<file path="src/rtl/sic_nibble_framer_if.sv">
// sic_nibble_framer_if: byte stream leaving the framer FIFO, valid/ready handshake.
interface sic_nibble_framer_if;
    logic [7:0] out_data;
    logic       out_valid;
    logic       out_ready;

    modport master (output out_data, output out_valid, input out_ready);
    modport slave  (input out_data, input out_valid, output out_ready);
endinterface

</file>
<file path="src/rtl/sic_nibble_framer.sv">
// sic_nibble_framer: hunts a sync nibble on the SIC parallel word, then packs
// nibble pairs into bytes and queues them in a small valid/ready FIFO.
module sic_nibble_framer #(
    parameter logic [3:0] SYNC        = 4'b1011,
    parameter int          FRAME_BYTES = 2,
    parameter int          FIFO_DEPTH  = 4
) (
    input  logic                  clk,
    input  logic                  rst_n,
    input  logic [3:0]            q_in,
    input  logic                  shift_en,
    sic_nibble_framer_if.master   stream,
    output logic                  locked,
    output logic                  overflow
);
    localparam int AW = $clog2(FIFO_DEPTH);
    localparam int CW = AW + 1;
    localparam logic [0:0] HUNT    = 1'b0;
    localparam logic [0:0] COLLECT = 1'b1;

    logic [0:0]    state;
    logic [1:0]    bit_cnt;
    logic [3:0]    byte_cnt;
    logic          hi_pending;
    logic [3:0]    hi;
    logic [7:0]    mem [FIFO_DEPTH];
    logic [AW-1:0] wr_ptr, rd_ptr;
    logic [CW-1:0] count;
    logic          nib, push, pop, full, valid, do_push, last;

    // a nibble boundary is the fourth shift after sync or after the previous nibble
    assign nib     = shift_en && state == COLLECT && bit_cnt == 2'd3;
    assign push    = nib && hi_pending;
    assign valid   = count != '0;
    assign full    = count == CW'(FIFO_DEPTH);
    assign pop     = valid && stream.out_ready;
    assign do_push = push && (!full || pop);
    assign last    = push && byte_cnt == 4'(FRAME_BYTES - 1);

    assign stream.out_valid = valid;
    assign stream.out_data  = mem[rd_ptr];
    assign locked           = state == COLLECT;

    always_ff @(posedge clk or negedge rst_n) begin
        if (!rst_n) begin
            state      <= HUNT;
            bit_cnt    <= '0;
            byte_cnt   <= '0;
            hi_pending <= 1'b0;
            hi         <= '0;
        end else if (shift_en) begin
            if (state == HUNT) begin
                if (q_in == SYNC) begin
                    state      <= COLLECT;
                    bit_cnt    <= '0;
                    byte_cnt   <= '0;
                    hi_pending <= 1'b0;
                end
            end else begin
                bit_cnt <= bit_cnt + 2'd1;
                if (nib && !hi_pending) begin
                    hi         <= q_in;
                    hi_pending <= 1'b1;
                end else if (push) begin
                    hi_pending <= 1'b0;
                    byte_cnt   <= last ? '0 : byte_cnt + 4'd1;
                    if (last)
                        state <= HUNT;
                end
            end
        end
    end

    // storage is reset too so out_data reads zero straight out of reset
    always_ff @(posedge clk or negedge rst_n) begin
        if (!rst_n) begin
            for (int i = 0; i < FIFO_DEPTH; i++)
                mem[i] <= '0;
            wr_ptr   <= '0;
            rd_ptr   <= '0;
            count    <= '0;
            overflow <= 1'b0;
        end else begin
            if (do_push) begin
                mem[wr_ptr] <= {hi, q_in};
                wr_ptr      <= wr_ptr + AW'(1);
            end
            if (pop)
                rd_ptr <= rd_ptr + AW'(1);
            if (push && full && !pop)
                overflow <= 1'b1;
            count <= count + CW'(do_push) - CW'(pop);
        end
    end
endmodule

</file>
<file path="src/flat_wrapper.sv">
// flat-port wrapper written by rule: the top's interface ports become plain ports
module sic_nibble_framer_flat 
#(
    parameter logic [3:0] SYNC        = 4'b1011,
    parameter int          FRAME_BYTES = 2,
    parameter int          FIFO_DEPTH  = 4
)
  (clk, rst_n, q_in, shift_en, locked, overflow, stream_out_data, stream_out_valid, stream_out_ready);
  sic_nibble_framer_if stream_i ();
  input  logic clk;
  input  logic rst_n;
  input  logic [3:0] q_in;
  input  logic shift_en;
  output logic locked;
  output logic overflow;
  output wire logic [$bits(stream_i.out_data)-1:0] stream_out_data;
  output wire logic [$bits(stream_i.out_valid)-1:0] stream_out_valid;
  input wire logic [$bits(stream_i.out_ready)-1:0] stream_out_ready;
  assign stream_out_data = stream_i.out_data;
  assign stream_out_valid = stream_i.out_valid;
  assign stream_i.out_ready = stream_out_ready;
  sic_nibble_framer #(.SYNC(SYNC), .FRAME_BYTES(FRAME_BYTES), .FIFO_DEPTH(FIFO_DEPTH)) u_core (.clk(clk), .rst_n(rst_n), .q_in(q_in), .shift_en(shift_en), .stream(stream_i), .locked(locked), .overflow(overflow));
endmodule
</file>
<file path="config.mk">
export PLATFORM = sky130hd
export DESIGN_NAME = sic_nibble_framer_flat
export DESIGN_NICKNAME = d
export VERILOG_FILES = /design/src/rtl/sic_nibble_framer_if.sv /design/src/rtl/sic_nibble_framer.sv /design/src/flat_wrapper.sv
export SDC_FILE = /design/constraint.sdc
export NUM_CORES = 1
export LEC_CHECK = 0
export BUFFER_PORTS_ARGS = -buffer_cell sky130_fd_sc_hd__buf_4
export CAP_MARGIN = 20
export CORE_AREA = 2 2 73 75
export DETAILED_ROUTE_END_ITERATION = 6
export DIE_AREA = 0 0 75 77
export PLACE_DENSITY = 0.67
export SLEW_MARGIN = 20
export SYNTH_ARGS = -nofsm -noshare
export SYNTH_HDL_FRONTEND = slang
export SYNTH_SLANG_ARGS = --single-unit
</file>
<file path="constraint.sdc">
create_clock -name clk -period 2.9 [get_ports clk]
set_input_delay 0.29 -clock clk [delete_from_list [all_inputs] [get_ports clk]]
set_output_delay 0.29 -clock clk [all_outputs]
set_load 0.005 [all_outputs]
</file>
# == After elaboration in Yosys (flattened, before gate mapping) ==
# Cells that the tools add are included.
# totals
regBits,52
elab_cells,73
# op_classes
n_addsub,6
n_lt_le_gt_ge,3
n_eq_ne,7
muxes,22
bitwise_logic,2
reduce_logical,20
# op_table
operator,n
32-bit bitwise mux,1
8-bit two-way mux,3
4-bit two-way mux,5
8-bit binary-select mux with 2-bit select,1
8-bit demux with 2-bit select,1
1-bit logical AND,10
1-bit two-way mux,9
2-bit by 1-bit adder with 2-bit output (second input constant),3
3-bit >= comparator (second input constant),2
2-bit NOT with 3-bit output,2
3-bit AND reduction,2
4-bit by 1-bit adder with 4-bit output (second input constant),1
4-bit by 1-bit equality test with 1-bit output (second input constant),1
4-bit equality test (second input constant),1
2-bit two-way mux,2
2-bit inequality test (second input constant),2
4-bit AND reduction,1
3-bit by 1-bit adder with 3-bit output,1
3-bit equality test (second input constant),1
1-bit zero test,3
3-bit by 1-bit < comparator with 1-bit output (second input constant),1
3-bit inequality test (second input constant),1
3-bit nonzero test,1
3-bit by 1-bit subtractor with 3-bit output,1
other kinds (4),4

# == Depth between registers and ports, before layout ==
# Gate-level depths: netlist of run 1.
# depth
word_depth,8
ltp_mapped,9
depth_no_buf,8

# == Worst setup path before layout of run 1 ==
# Ideal clock, no wire load.
# synth_path
path_type,reg2reg
startpoint,register u_core.count[1]
endpoint,register u_core.count[2]
setup_time_ns,0.124
t_arrival_ns,1.935
slack_ns,0.841
path_stages_with_launch,9
synth_period_minus_slack_ns,2.059
path_cell_list,dfrtp_1 o31a_2 ha_1 inv_1 ha_1 inv_1 fa_1 xnor2_1 xnor2_1
# synth_via
elab_chain_len,6
word_cells_on_any_way,8
cone_classes,add/sub (2); eq/ne (1); reduce/logical (5)
# synth_lines
element,line_no,source
start: declaration,sic_nibble_framer.sv:28,logic [CW-1:0] count;
start signal: assignment,sic_nibble_framer.sv:92,count <= count + CW'(do_push) - CW'(pop);
3-bit nonzero test (*),sic_nibble_framer.sv:34,assign valid = count != '0;
1-bit logical AND (*),sic_nibble_framer.sv:36,assign pop = valid && stream.out_ready;
net u_core.pop,sic_nibble_framer.sv:29,"logic nib, push, pop, full, valid, do_push, last;"
1-bit logical OR,sic_nibble_framer.sv:37,assign do_push = push && (!full || pop);
1-bit logical AND,sic_nibble_framer.sv:37,
3-bit by 1-bit adder with 3-bit output,sic_nibble_framer.sv:92,
3-bit by 1-bit subtractor with 3-bit output (*),sic_nibble_framer.sv:92,
# Mark *: on every way through the listed nets, which the timed path passes. The rest lies on a longest branch.
# A chain may end at the register's enable or synchronous reset.

# == Worst setup path in the final report of run 1 ==
# layout_path
startpoint,"register u_core.state, in the netlist u_core.locked"
endpoint,register u_core.count[2]
# layout_via
elab_chain_len,6
# layout_lines
element,line_no,source
start: declaration,sic_nibble_framer.sv:21,logic [0:0] state;
start signal: assignment,sic_nibble_framer.sv:46,state <= HUNT;
start signal: assignment,sic_nibble_framer.sv:54,state <= COLLECT;
start signal: assignment,sic_nibble_framer.sv:68,state <= HUNT;
1-bit logical AND (2 in a row),sic_nibble_framer.sv:32,assign nib = shift_en && state == COLLECT && bit_cnt == 2'd3;
1-bit logical AND,sic_nibble_framer.sv:33,assign push = nib && hi_pending;
1-bit logical AND,sic_nibble_framer.sv:37,
net u_core.do_push,sic_nibble_framer.sv:29,
3-bit by 1-bit adder with 3-bit output,sic_nibble_framer.sv:92,
3-bit by 1-bit subtractor with 3-bit output,sic_nibble_framer.sv:92,
# The timed path passes the listed nets, and every way through them passes these cells.

==> results of run 1 <==
==> routing by layer <==
layer	track usage, %	vias to the layer above
met5	0	-
met1	23.6	729
met3	4.47	7
met2	27.4	21
li1	-	656
met4	5.36	0
==> synthesized netlist by cell type, types with 2 or more instances <==
| cell | instances | area [um^2] |
|---|---|---|
| nand2_1 | 6 | 22.5 |
| nand4b_1 | 2 | 17.5 |
| ha_1 | 9 | 113 |
| xnor2_1 | 4 | 35.0 |
| inv_1 | 10 | 37.5 |
| mux2_2 | 36 | 405 |
| nand3_2 | 4 | 40.0 |
| nand3_1 | 3 | 15.0 |
| buf_6 | 2 | 22.5 |
| nor3_1 | 3 | 15.0 |
| a211o_1 | 3 | 26.3 |
| dfrtp_1 | 52 | 1300 |
| mux4_2 | 8 | 180 |
| o21ai_0 | 3 | 15.0 |
==> cells in the final DEF (no fill, tap or decap), types with 2 or more instances in the layout <==
cell,instances
dfrtp_1,52
mux2_2,36
buf_4,18
inv_1,10
ha_1,9
mux4_2,8
nand2_1,6
clkbuf_8,5
xnor2_1,4
nand3_2,4
nor3_1,3
a211o_1,3
o21ai_0,3
nand3_1,3
nand4b_1,2
==> power by group <==
| group | switching [W] | total, W | internal [W] |
|---|---|---|---|
| combinational | 0.000222 | 0.000558 | 0.000336 |
| sequential | 0.000222 | 0.00112 | 0.000902 |
| clock | 0.000242 | 0.000415 | 0.000173 |
| total | 0.000686 | 0.00210 | 0.00141 |
==> area by class of cell <==
class                      instances  area share, %
multi-input combinational        102           39.2
clock buffer                       5           2.53
inverter                          10           1.38
timing repair buffer              18           4.97
tap                               70           3.22
clock inverter                     3          0.829
sequential                        52           47.9
==> state kept, by name, indices dropped and copies added, names as in the netlist <==
register and cells:
u_core.locked 1, u_core.hi_pending 1, u_core.mem 32, u_core.count 3, u_core.overflow 1, u_core.rd_ptr 2, u_core.hi 4, u_core.byte_cnt 4
u_core.wr_ptr 2, u_core.bit_cnt 2
==> worst paths after layout <==
path                       depth (start not counted)  slack (ns)             from              end
max in group asynchronous                          1        2.46            rst_n   u_core.mem[24]
hold reg to reg                                    1        0.49  u_core.overflow  u_core.overflow
setup / recovery                                   7        0.65    u_core.locked  u_core.count[2]
min in group clk                                   2        0.26          q_in[1]     u_core.hi[1]
setup reg to reg                                   7        0.65    u_core.locked  u_core.count[2]
hold / removal                                     1      -0.003            rst_n   u_core.mem[29]
==> logic make-up after synthesis <==
group / Yosys count / share of synthesized area (%)
buffers and inverters: 15 / 2.98
DFF: 52 / 53.4
adders and majority gates: 10 / 5.44
muxes: 45 / 24.6
AOI/OAI and AO/OA: 14 / 4.36
xor gates and xnor gates: 5 / 1.80
and+or+nand+nor: 28 / 7.44
==> per-stage QoR <==
stage / instances / power [W] / util, %
5_1_grt: 260 / 0.00225 / 54.6
3_5_place_dp: 252 / 0.00171 / 52.8
3_3_place_gp: 252 / 0.00165 / 52.8
2_1_floorplan: 169 / 0.00151 / -
6_report: 260 / 0.00210 / 54.6
4_1_cts: 260 / 0.00212 / 54.6
==> flow_summary.ini, run 1 <==
[clocking]
cts_resized = 0
htreeDepth = 2
clock_path_buffers = 2
cts_made_buffers = 5
tritoncts = yes
path_clk_slew_ns = 0.10
clkSinkCount = 52
post_cts_buffers = 0
hold_buffers = 0
cts_root_buf = clkbuf_8
clk_latency_ns = 0.31

[placement]
port_buffers = 18
dp_hpwl_mm = 3.10
routabilityCongestion = 0.696
pre_cts_ws_ns = 0.657
place_area_um2 = 2630

[detailed_routing]
ant_nets = 0
route.detailed.drc = 0
vias_per_cell = 5.43
wl_per_cell_um = 17.0
dr.max_layer_used = met4
vias = 1413
drtPass1Iterations = 4
drtIter0Drc = 94
wirelength_mm = 4.43
wl_met1_mm = 1.99
wl_met2_mm = 2.25
dr_wl_met3_um = 126

[sta]
worst_pin_slew_ns = 0.651
holdWs_ns = -0.00253
fin_ws_ns = 0.646
maxSlewHeadroom_pct = 56.6
fin_crit_sh_pct = 77.7
slew_violations = 0
hold_violations = 3
finalSetupViolCount = 0
period_needed_ns = 2.25
skew_ns = 0.00650
clock.fmax_mhz = 444
fin_tns_setup_ns = 0
grt_setup_unrepaired = no

[critical_path]
criticalPathCategory = reg2reg
worstPathRequired_ns = 3.13
path_cells = and4_1 > and2_4 > ha_1 > inv_1 > fa_1 > xnor2_1 > xnor2_1
worstPathMaxFanout = 14
max_stage_delay_ns = 0.58
cp_slowest_cell = dfrtp_1
crit_arrival_ns = 2.48
cp_top_family = simple AND/OR/NAND/NOR gates
critPathMostFrequentCell = xnor2_1
path_buf_inv = 1
endpoint_kind = flip-flop
cp-start-kind = flip-flop

[power_and_ir_drop]
max-vdd-ir-drop_v = 0.000434
power_density_nw_per_um2 = 772
power_leakage_nw = 1.32

[floorplan]
die_y_um = 77
core_area_um2 = 4980
die_w_um = 75
ios = 19
fp-row-count = 26
die_area_um2 = 5780
start_util_pct = 49.0

[finish]
syn_to_final_growth_pct = 11.4
multi_input_area_um2 = 1060
final_area_um2 = 2720
antenna_cells = 0
seq_area_um2 = 1300
drive_above_1_share_pct = 41.1
fin_nets = 207
nFillCells = 427

[synthesis]
ys_warn_count = 0
ys_types = 38
synthCells = 169
synth_edf_count = 0
syn_area_um2 = 2440
synth-main-ff-cell = dfrtp_1
avgSynthCellArea_um2 = 14.4
yosysSeqAreaShare_pct = 53.4
async_flop_share_pct = 100
synth_nets = 187
ys_seq_elements = 52

[grt]
first_global_vias = 1530
track_usage_pct = 17.4
grt-ovfl-total = 0
grt_max_degree = 53
antenna_found_initial = 0
grt_pass1_wl_mm = 7.51

[job]
maxCapViolCount = 0

[worst_hold_path]
min_path_type = in2async

[status]
violations = hold timing
outcome = finished with violations
(Power assumes the default switching activity.)
==> run 2: changes to the inputs <==
==> constraint.sdc (replaced) <==
create_clock -name clk -period 2.25 [get_ports clk]
set_input_delay 0.225 -clock clk [delete_from_list [all_inputs] [get_ports clk]]
set_output_delay 0.225 -clock clk [all_outputs]
set_load 0.005 [all_outputs]
==> run 2 against run 1 <==
  * Critical endpoint unchanged
  * Sequential power up 24%
  * Cell count grew 3.1%
  * Wire length is 3.7% higher
  * Largest cell class unchanged
  * Register-to-register slack got worse by 0.47 ns
  * The run now ends clean
  * Design area is 2.5% higher
  * Sequential share of layout area shrank 1.2 points
  * Clock skew is 0.00096 ns higher
  * Hold slack better by 0.20 ns
  * Die area unchanged
  * Combinational power is 54% higher
  * Power up 34%
  * Worst setup slack worse by 0.47 ns
==> flow_summary.ini, run 2 (synthesis gave the netlist of run 1 again) <==
[status]
outcome = completed

[power_and_ir_drop]
power_leakage_nw = 1.35
power_density_nw_per_um2 = 1010
max-vdd-ir-drop_v = 0.000638
power_w = 0.00280

[critical_path]
path_cells = o31a_2 > ha_1 > inv_1 > ha_1 > inv_1 > fa_2 > xnor2_1 > xnor2_1
cp-start-kind = flip-flop
endpoint_kind = flip-flop
worstPathMaxFanout = 4
path_buf_inv = 2
worstPathRequired_ns = 2.48
criticalPathCategory = reg2reg
crit_cells = 8
max_stage_delay_ns = 0.42
crit_arrival_ns = 2.30
cp_slowest_cell = dfrtp_1
cp_top_family = adder cells
ff2ff_path_depth = 8

[placement]
port_buffers = 18
pre_cts_ws_ns = 0.115
dp_hpwl_mm = 3.23
placedCellCount = 257
routabilityCongestion = 0.691

[sta]
holdWs_ns = 0.194
clock.fmax_mhz = 483
period_needed_ns = 2.07
skew_ns = 0.00746
slew_violations = 0
fin_crit_sh_pct = 92.0
worst_pin_slew_ns = 0.648
finalSetupViolCount = 0
hold_violations = 0
maxSlewHeadroom_pct = 56.8
fin_ws_ns = 0.179

[finish]
drive_above_1_share_pct = 42.9
syn_to_final_growth_pct = 14.2
antenna_cells = 0
top_regs = u_core.mem x32, u_core.byte_cnt x4, u_core.hi x4
mostFrequentLayoutCell = dfrtp_1
nFillCells = 422
regMostFlops = u_core.mem
final_cell_count_no_fill = 268
final_cell_mix = dfrtp_1, mux2_2, buf_4
post-route-util_pct = 56.0
fin_nets = 215
largest_reg_flops = 32

[grt]
grt-ovfl-total = 0
grt_util_met3_pct = 4.60
first_global_vias = 1555
grt_max_degree = 53
grt.busiest_layer = met2
gr-usage-met2_pct = 29.5
grt_pass1_wl_mm = 7.58
antenna_found_initial = 0
track_usage_pct = 17.6
met1_usage_pct = 22.4

[floorplan]
core_area_um2 = 4980
die_w_um = 75
die_area_um2 = 5780
ios = 19
die_y_um = 77
fp-row-count = 26
start_util_pct = 49.0

[clocking]
clkSinkCount = 52
tritoncts = yes
cts_made_buffers = 5
clock_path_buffers = 2
htreeDepth = 2
path_clk_slew_ns = 0.10
clk_latency_ns = 0.30
cts_root_buf = clkbuf_8

[detailed_routing]
wirelength_mm = 4.59
wl_per_cell_um = 17.1
drtPass1Iterations = 4
ant_nets = 0
vias = 1434
vias_per_cell = 5.35
drtIter0Drc = 74
route.detailed.drc = 0

[job]
maxCapViolCount = 0

[worst_hold_path]
min_path_type = in2reg
whs_path_depth = 2
## run 2: cell count changes in the layout (fill, tap and decap cells not counted), sizes merged
cell	change
inv	-1
clkbuf	+2
clkinvlp	+1
buf	+7
clkinv	-2
dlygate4sd3	+1
## run 2: path summary, 6_finish.rpt
path	slack, ns	from	endpoint
max	0.18	u_core.count[2]	u_core.count[2]
min	0.19	q_in[1]	u_core.mem[25]
max reg2reg	0.18	u_core.count[2]	u_core.count[2]
min reg2reg	0.50	u_core.overflow	u_core.overflow
max in group asynchronous	1.32	rst_n	u_core.count[1]
min in group asynchronous	0.48	rst_n	u_core.mem[29]
## run 2: report_power, final
group          internal [W]  switching, W
sequential          0.00116      0.000224
clock              0.000251      0.000304
combinational      0.000493      0.000367
total               0.00191      0.000896
## run 2: repair_timing
| action | in CTS | in global routing |
|---|---|---|
| endpoints found under the hold margin | 52 | 0 |
| endpoints found under the setup margin | 0 | 1 |
| setup buffers | 0 | 2 |
| hold buffers | 1 | 0 |
| resized for setup | 0 | 1 |
## run 2: area by class of cell
class / count / area [um^2] / share of cell area [%]
Clock buffer: 7 / 86.3 / 3.10
Timing Repair Buffer: 26 / 198 / 7.10
Sequential cell: 52 / 1300 / 46.7
Inverter: 10 / 37.5 / 1.35
Tap cell: 70 / 87.6 / 3.14
Clock inverter: 1 / 7.51 / 0.270
Multi-Input combinational cell: 102 / 1070 / 38.3
## run 2: per-stage QoR
stage	instance area (um^2)	TNS, ns
5_1_grt	2790	-0.0295
4_1_cts	2770	0
3_3_place_gp	2660	0
2_1_floorplan	2440	0
3_5_place_dp	2660	0
6_report	2790	0
## run 2: per-layer routing
metal	part of all wire (%)	up-vias	wire length, um
met5	0	-	0
met4	1.0	0	48
met3	2.7	7	126
met2	52	17	2390
met1	44	742	2020
li1	-	668	-
==> run 3: changes to the inputs <==
--- a/config.mk
+++ b/config.mk
@@ -11,7 +11,7 @@
 export DETAILED_ROUTE_END_ITERATION = 6
 export DIE_AREA = 0 0 75 77
 export PLACE_DENSITY = 0.67
-export SLEW_MARGIN = 20
+export SLEW_MARGIN = 30
 export SYNTH_ARGS = -nofsm -noshare
 export SYNTH_HDL_FRONTEND = slang
 export SYNTH_SLANG_ARGS = --single-unit
==> constraint.sdc (replaced) <==
create_clock -name clk -period 2.62 [get_ports clk]
set_input_delay 0.262 -clock clk [delete_from_list [all_inputs] [get_ports clk]]
set_output_delay 0.262 -clock clk [all_outputs]
set_load 0.005 [all_outputs]
==> run 3 against run 2 <==
  * Maximum frequency shrank 4.3%
  * Largest power group unchanged
  * Non-clock buffer count shrank 6
  * Clock power shrank 18%
  * Largest cell class unchanged
  * Sequential cell count is the same
  * Wire length shrank 4.5%
  * Core utilization shrank 1.1 points
==> flow_summary.ini, run 3 (synthesis gave the netlist of run 1 again) <==
[sta]
finalSetupViolCount = 0
hold_violations = 0
maxSlewHeadroom_pct = 57.3
slew_violations = 0
clock.fmax_mhz = 462
fin_ws_ns = 0.455
fin_crit_sh_pct = 82.6
period_needed_ns = 2.16
worst_pin_slew_ns = 0.641
skew_ns = 0.00843
grt_setup_unrepaired = no
fin_tns_setup_ns = 0

[finish]
antenna_cells = 0
final_area_um2 = 2730
final_cell_count_no_fill = 262
mostFrequentLayoutCell = dfrtp_1
syn_to_final_growth_pct = 12.1
top_regs = u_core.mem x32, u_core.byte_cnt x4, u_core.hi x4
largest_reg_flops = 32
drive_above_1_share_pct = 40.6
seq_area_um2 = 1300
fin_nets = 209
regMostFlops = u_core.mem
nFillCells = 419
final_cell_mix = dfrtp_1, mux2_2, buf_4
multi_input_area_um2 = 1060

[detailed_routing]
drtIter0Drc = 79
wl_per_cell_um = 16.7
ant_nets = 0
vias_per_cell = 5.42
route.detailed.drc = 0
vias = 1419
drtPass1Iterations = 4
wirelength_mm = 4.39

[clocking]
htreeDepth = 2
post_cts_buffers = 0
clock_path_buffers = 2
clk_latency_ns = 0.31
tritoncts = yes
clkSinkCount = 52
path_clk_slew_ns = 0.10
cts_made_buffers = 5
cts_root_buf = clkbuf_8

[critical_path]
reg2reg_to = u_core.count[2]
worstPathMaxFanout = 5
max_stage_delay_ns = 0.44
cp-start-kind = flip-flop
path_buf_inv = 2
worstPathRequired_ns = 2.84
path_cells = o31a_2 > ha_1 > inv_1 > ha_1 > inv_1 > fa_1 > xnor2_1 > xnor2_1
crit_arrival_ns = 2.39
r2r-start = u_core.count[1]
endpoint_kind = flip-flop
criticalPathCategory = reg2reg
cp_slowest_cell = dfrtp_1
ff2ff_path_depth = 8
rrSetupSlack_ns = 0.46
cp_top_family = adder cells

[worst_hold_path]
whs_endpoint = u_core.mem[27]
hp-start = q_in[3]
whs_path_depth = 2
min_path_type = in2reg

[status]
outcome = completed

[floorplan]
die_w_um = 75
start_util_pct = 49.0
ios = 19
core_area_um2 = 4980
die_area_um2 = 5780
fp-row-count = 26
die_y_um = 77

[grt]
grt_pass1_wl_mm = 7.47
first_global_vias = 1489
antenna_found_initial = 0
grt-ovfl-total = 0
grt_max_degree = 53
track_usage_pct = 17.3

[power_and_ir_drop]
max-vdd-ir-drop_v = 0.000536
power_density_nw_per_um2 = 848
power_w = 0.00232
power_leakage_nw = 1.32

[job]
maxCapViolCount = 0

[placement]
port_buffers = 18
place_area_um2 = 2630
dp_hpwl_mm = 3.09
pre_cts_ws_ns = 0.467
placedCellCount = 253
routabilityCongestion = 0.727
## run 3: cell count changes in the layout (fill, tap and decap cells not counted)
| cell | previous run | this run |
|---|---|---|
| clkinv_4 | 0 | 1 |
| fa_2 | 1 | 0 |
| fa_1 | 0 | 1 |
| clkbuf_8 | 6 | 5 |
| buf_4 | 25 | 19 |
## run 3: worst max path at each step
stage | slack [ns] | cells past startpoint | from | to
after floorplan | 0.56 | 8 | u_core.count[1] | u_core.count[2]
after global placement | 0.53 | 8 | u_core.count[1] | u_core.count[2]
after detailed placement | 0.47 | 8 | u_core.count[1] | u_core.count[2]
after CTS | 0.43 | 8 | u_core.count[1] | u_core.count[2]
after global routing | 0.29 | 8 | u_core.count[1] | u_core.count[2]
final | 0.46 | 8 | u_core.count[1] | u_core.count[2]
## run 3: repair_timing
| action | 4_1_cts | 5_1_grt |
|---|---|---|
| hold endpoints to repair | 10 | 0 |
| resized for setup | 0 | 0 |
| endpoints found under the setup margin | 0 | 0 |
| hold buffers | 1 | 0 |
## run 3: area by class of cell
type | instances | area share [%]
clock buffer | 6 | 2.66
clock inverter | 2 | 0.595
inverter | 10 | 1.37
multi-input combinational | 102 | 39.0
sequential | 52 | 47.6
tap | 70 | 3.21
timing repair buffer | 20 | 5.59
## run 3: metal layers
| metal | routed length, um | part of all wire, % | global-route usage (%) |
|---|---|---|---|
| met2 | 2220 | 51 | 27.5 |
| met1 | 2000 | 46 | 23.6 |
| met3 | 113 | 2.6 | 3.42 |
| met4 | 48 | 1.1 | 5.54 |
| met5 | 0 | 0 | 0 |
## run 3: power by group
| part | internal, W | switching (W) |
|---|---|---|
| clock network | 0.000190 | 0.000263 |
| registers | 0.000999 | 0.000247 |
| logic | 0.000374 | 0.000243 |
| total | 0.00156 | 0.000754 |
## run 3: metrics by stage
stage	hold WS (ns)	util, %
finish	0.235	54.9
global placement	0.312	52.9
global route	0.231	54.9
CTS	0.228	54.9
detailed placement	0.333	52.9
floorplan	-0.0336	-
